--- src/rtl/alu_pkg.sv ---
// Shared state encoding and slice-count helpers for slice_subtractor.
package alu_pkg;

  typedef enum logic [1:0] {
    IDLE = 2'd0,
    RUN  = 2'd1,
    DONE = 2'd2
  } state_t;

  localparam int DEF_WIDTH = 16;
  localparam int DEF_SLICE = 4;

  function automatic int calc_nslice(input int width, input int slice);
    return width / slice;
  endfunction

  // idx needs at least one bit even for a single-slice build
  function automatic int calc_idx_w(input int nslice);
    return (nslice > 1) ? $clog2(nslice) : 1;
  endfunction

endpackage

--- src/rtl/sub_slice.sv ---
// Combinational SLICE-bit subtract: a - b - bin computed as a + ~b + ~bin.
module sub_slice #(
  parameter int SLICE = 4
) (
  input  logic [SLICE-1:0] a,
  input  logic [SLICE-1:0] b,
  input  logic             bin,
  output logic [SLICE-1:0] diff,
  output logic             bout
);

  logic [SLICE:0] sum;

  // carry-out of the inverted-operand add is the complement of the borrow
  assign sum  = {1'b0, a} + {1'b0, ~b} + {{SLICE{1'b0}}, ~bin};
  assign diff = sum[SLICE-1:0];
  assign bout = ~sum[SLICE];

endmodule

--- src/rtl/slice_subtractor.sv ---
// Multi-cycle WIDTH-bit subtractor, SLICE bits per cycle through one registered borrow.
// Optional signed-overflow flag port enabled by defining SUB_OVF_FLAG_EN.
//
// state | meaning
// IDLE  | in_ready high, waiting for operands
// RUN   | one slice per cycle, LSB slice first
// DONE  | result held with out_valid until out_ready
module slice_subtractor
  import alu_pkg::*;
#(
  parameter int WIDTH = DEF_WIDTH,
  parameter int SLICE = DEF_SLICE
) (
  input  logic             clock,
  input  logic             reset,
  input  logic             in_valid,
  output logic             in_ready,
  input  logic [WIDTH-1:0] in_a,
  input  logic [WIDTH-1:0] in_b,
  input  logic             in_bin,
  output logic             out_valid,
  input  logic             out_ready,
  output logic [WIDTH-1:0] diff,
  output logic             bout,
  output logic             zero
`ifdef SUB_OVF_FLAG_EN
  ,
  output logic             ovf
`endif
);

  localparam int NSLICE = calc_nslice(WIDTH, SLICE);
  localparam int IDX_W  = calc_idx_w(NSLICE);
  localparam logic [IDX_W-1:0] LAST_IDX = IDX_W'(NSLICE - 1);

  generate
    if (WIDTH % SLICE != 0) begin : g_bad_slice
      $error("slice_subtractor: WIDTH must be a multiple of SLICE");
    end
  endgenerate

  state_t           state;
  logic [WIDTH-1:0] a_q;
  logic [WIDTH-1:0] b_q;
  logic [IDX_W-1:0] idx;
  logic             borrow;
  logic [SLICE-1:0] sl_diff;
  logic             sl_bout;
  logic [WIDTH-1:0] diff_next;

  sub_slice #(.SLICE(SLICE)) u_sub_slice (
    .a    (a_q[idx*SLICE +: SLICE]),
    .b    (b_q[idx*SLICE +: SLICE]),
    .bin  (borrow),
    .diff (sl_diff),
    .bout (sl_bout)
  );

  // full result including the slice being written this cycle, so flags see the final value
  always_comb begin
    diff_next = diff;
    diff_next[idx*SLICE +: SLICE] = sl_diff;
  end

  always_ff @(posedge clock) begin
    if (reset) begin
      state     <= IDLE;
      in_ready  <= 1'b1;
      out_valid <= 1'b0;
      diff      <= '0;
      bout      <= 1'b0;
      zero      <= 1'b0;
      idx       <= '0;
      borrow    <= 1'b0;
      a_q       <= '0;
      b_q       <= '0;
`ifdef SUB_OVF_FLAG_EN
      ovf       <= 1'b0;
`endif
    end else begin
      case (state)
        IDLE: begin
          if (in_valid) begin
            a_q      <= in_a;
            b_q      <= in_b;
            borrow   <= in_bin;
            idx      <= '0;
            in_ready <= 1'b0;
            state    <= RUN;
          end
        end
        RUN: begin
          diff   <= diff_next;
          borrow <= sl_bout;
          if (idx == LAST_IDX) begin
            idx       <= '0;
            bout      <= sl_bout;
            zero      <= (diff_next == '0);
`ifdef SUB_OVF_FLAG_EN
            ovf       <= (a_q[WIDTH-1] != b_q[WIDTH-1]) && (diff_next[WIDTH-1] != a_q[WIDTH-1]);
`endif
            out_valid <= 1'b1;
            state     <= DONE;
          end else begin
            idx <= idx + 1'b1;
          end
        end
        DONE: begin
          if (out_ready) begin
            out_valid <= 1'b0;
            in_ready  <= 1'b1;
            state     <= IDLE;
          end
        end
        default: begin
          out_valid <= 1'b0;
          in_ready  <= 1'b1;
          state     <= IDLE;
        end
      endcase
    end
  end

endmodule

--- config.mk ---
export PLATFORM = sky130hd
export DESIGN_NAME = slice_subtractor
export DESIGN_NICKNAME = d
export VERILOG_FILES = /design/src/rtl/alu_pkg.sv /design/src/rtl/sub_slice.sv /design/src/rtl/slice_subtractor.sv
export SDC_FILE = /design/constraint.sdc
export NUM_CORES = 1
export LEC_CHECK = 0
export ABC_AREA = 1
export ABC_CLOCK_PERIOD_IN_PS = 4940
export BUFFER_PORTS_ARGS = -buffer_cell sky130_fd_sc_hd__buf_2
export CAP_MARGIN = 20
export CORE_ASPECT_RATIO = 1.75
export CORE_MARGIN = 2
export CORE_UTILIZATION = 40
export CTS_BUF_LIST = sky130_fd_sc_hd__clkbuf_8
export CTS_CLUSTER_SIZE = 16
export DETAILED_ROUTE_END_ITERATION = 8
export PLACE_DENSITY = 0.64
export SLEW_MARGIN = 20
export SYNTH_ARGS = -nofsm -noshare
export SYNTH_HDL_FRONTEND = slang
export SYNTH_SLANG_ARGS = --single-unit
--- constraint.sdc ---
create_clock -name clock -period 4.94 [get_ports clock]
set_input_delay 0.247 -clock clock [delete_from_list [all_inputs] [get_ports clock]]
set_output_delay 0.247 -clock clock [all_outputs]
set_load 0.05 [all_outputs]
==> results.sh <==
export IMPL_maxSlewHeadroom_pct=39.3
export IMPL_start_util_pct=41.3
export IMPL_critPathArrivalTime_ns=3.25
export IMPL_reg2reg_from="idx[1]$_SDFFE_PP0P_"
export IMPL_rrSetupSlack_ns=1.96
export IMPL_cts_tree="done"
export IMPL_io_pin_count=57
export IMPL_final_period_utilization_pct=60.3
export IMPL_cts_setup_buffers=0
export IMPL_ys_types=23
export IMPL_setup_tns_final_ns=0
export IMPL_grt_pass1_wl_mm=11.8
export IMPL_drt_pass1_iterations=5
export IMPL_synthTopCellsByCount="118 x nor2_1, 66 x nand2_1, 59 x o21ai_0"
export IMPL_ys_warn_count=0
export IMPL_antenna_left=0
export IMPL_clk_pin_slew_worst_paths_ns=0.07
export IMPL_seq_area_frac_synth_pct=40.3
export IMPL_fin_crit_ns=2.98
export IMPL_min_path_type="in -> reg"
export IMPL_drtIter0Drc=201
export IMPL_placed_area_um2=3140
export IMPL_yosysTopAreaCell="dfxtp_1"
export IMPL_wirelength_mm=7.04
export IMPL_async_flop_share_pct=0
export IMPL_n_antenna_cell=0
export IMPL_syn2layout_area_growth_pct=18.0
export IMPL_path_class="reg -> reg"
export IMPL_dpl_worst_slack_ns=2.02
export IMPL_synth_top_area_share_pct=40.3
export IMPL_max_cap_violations=0
export IMPL_worstHoldEndpoint="b_q[0]$_SDFFE_PP0P_"
export IMPL_status="finished, final reports clean"
export IMPL_clk_path_buf_depth=2
export IMPL_synth_main_ff_cell="dfxtp_1"
export IMPL_cp_required_ns=5.21
export IMPL_postLayoutCellArea_um2=3340
export IMPL_reg2reg_depth=16
export IMPL_vdd_drop_max_mv=0.147
export IMPL_grt_remaining_overflow=0
export IMPL_reg2reg_to="zero$_SDFFE_PP0P_"
export IMPL_drc=0
export IMPL_cts_buffers=9
export IMPL_postSynthAreaPerCell_um2=6.68
export IMPL_crit_path_end_kind="register"
export IMPL_setup_viol=0
export IMPL_vias=2758
export IMPL_fmax_mhz=336
export IMPL_htree_levels=3
export IMPL_grt_max_degree=39
export IMPL_viasPerCell=4.92
export IMPL_final_max_slew_viol_count=0
export IMPL_row_count=40
export IMPL_powerDensity_nw_per_um2=378
export IMPL_clock_latency_ns=0.34
export IMPL_core_area_um2=6860
export IMPL_layout_nets=521
export IMPL_crit_slowest_cell="dfxtp_1"
export IMPL_tightest_slew_ns=0.909
export IMPL_hold_start="in_b[0]"
export IMPL_synth_edf_count=0
export IMPL_p_leak_nw=1.67
export IMPL_wl_per_cell_um=12.5
export IMPL_crit_path_cell_trace="inv_1 > a32o_1 > fa_1 > inv_1 > fa_1 > inv_1 > nor2_1 > nand2_1 > nand2_1 > nor2_1 > nand2_1 > nor2_1 > nand2_1 > nor2_1 > nand3_1 > a21oi_1"
export IMPL_synth_area_um2=2830
export IMPL_rsz0062_at_grt="false"
export IMPL_grt_pass1_vias=2653
export IMPL_synth_area_leaders="dfxtp_1 40%, nor2_1 16%, o21ai_0 10%, nand2_1 8.7%, inv_1 5.6%"
export IMPL_worstSetupStartpointType="register"
export IMPL_cts_resized_gates=0
export IMPL_track_usage_pct=20.0
export IMPL_place_detailed_hpwl_mm=5.33
export IMPL_whs_path_depth=3
export IMPL_die_area_um2=7800
export IMPL_synth_nets=472
export IMPL_die_w_um=67.6
export IMPL_synth_most_common_cell="nor2_1"
export IMPL_antenna_found_initial=0
export IMPL_cts_root_buf="clkbuf_8"
export IMPL_postLayoutSetupSlackWorst_ns=1.96
export IMPL_die_h_um=115
export IMPL_cp_max_fo=15
export IMPL_syn_inst=424
export IMPL_fin_skew_ns=0.00837
export IMPL_hold_viol_final=0
export IMPL_gp_congestion=0.961
export IMPL_io_buffers=56
export IMPL_synth_seq_cells=57
export IMPL_critPathMaxStageDelay_ns=0.46
export IMPL_drive_gt1_share_pct=16.4
export IMPL_cts_sinks=57
export IMPL_cts_hold_buf=0
worst max-delay path by stage:
stage	start	cells past startpoint	slack [ns]	end
after floorplan	idx[0]$_SDFFE_PP0P_	19	2.11	zero$_SDFFE_PP0P_
after global placement	idx[1]$_SDFFE_PP0P_	14	2.10	zero$_SDFFE_PP0P_
after detailed placement	idx[1]$_SDFFE_PP0P_	16	2.02	zero$_SDFFE_PP0P_
after CTS	idx[1]$_SDFFE_PP0P_	16	2.00	zero$_SDFFE_PP0P_
after global routing	idx[1]$_SDFFE_PP0P_	14	1.58	zero$_SDFFE_PP0P_
final	idx[1]$_SDFFE_PP0P_	16	1.96	zero$_SDFFE_PP0P_
flip-flops by register name (all words and copies together) (netlist names):
name / cells
idx: 2
zero: 1
bout: 1
diff: 16
in_ready: 1
a_q: 16
borrow: 1
out_valid: 1
b_q: 16
state: 2
per-stage QoR:
| step | hold WS, ns | std cells | power (W) | utilization, % |
|---|---|---|---|---|
| 5_1_grt | 0.171 | 561 | 0.00134 | 48.8 |
| 6_report | 0.157 | 561 | 0.00126 | 48.8 |
| 3_5_place_dp | 0.449 | 546 | 0.000850 | 45.8 |
| 3_3_place_gp | 0.437 | 546 | 0.000846 | 45.8 |
| 4_1_cts | 0.154 | 561 | 0.00127 | 48.8 |
| 2_1_floorplan | 0.412 | 424 | 0.000772 | - |
logic make-up (layout without fill, tap and decap cells):
logic type,count (synthesis),in the layout,share of synthesized area [%]
compound gates,88,88,17.0
fa+ha+maj,11,11,5.39
simple gates,204,204,28.3
flops,57,57,40.3
buf+inv,64,117,9.01
cell type report:
class / count / area (µm²)
fillers: 749 / 3510
clock inverters: 1 / 7.51
multi-input cells: 303 / 1440
inverters: 44 / 165
repair buffers: 58 / 295
flip-flops and latches: 57 / 1140
clock buffers: 14 / 193
well taps: 84 / 105
critical path: cells and delay by family (launching register included):
family,cells,cell delay [ns]
adder cells (fa/ha/maj),2,0.84
buffers and inverters,3,0.44
AO/OA/AOI/OAI,2,0.49
flip-flops,1,0.46
AND/OR/NAND/NOR,9,0.65
where the power goes:
| group | total, W | switching [W] | leakage, nW | internal (W) |
|---|---|---|---|---|
| sequential | 0.000523 | 0.0000249 | 0.471 | 0.000498 |
| clock | 0.000424 | 0.000177 | 0.101 | 0.000248 |
| combinational | 0.000316 | 0.000212 | 1.10 | 0.000104 |
| total | 0.00126 | 0.000414 | 1.67 | 0.000850 |
cell usage in the layout (no fill, tap or decap), drive strengths merged:
master and count:
o21a 1, o211ai 3, a32o 4, a21oi 15
buf 58, ha 9, fa 2, o21ai 59
inv 44, nor2 119, a31oi 1, nand2 67
nand4 2, clkbuf 14, o22ai 5, and2 1
clkinvlp 1, nand3 15, dfxtp 57
routing by layer:
| layer | vias up | GRT usage (%) | routed length (µm) | part of all wire (%) |
|---|---|---|---|---|
| met1 | 1225 | 20.1 | 2700 | 38 |
| met3 | 20 | 3.82 | 274 | 3.9 |
| li1 | 1445 | - | - | - |
| met5 | - | 0 | 0 | 0 |
| met2 | 68 | 36.7 | 3820 | 54 |
| met4 | 0 | 11.2 | 249 | 3.5 |
Power figures use the tool's default switching activity.
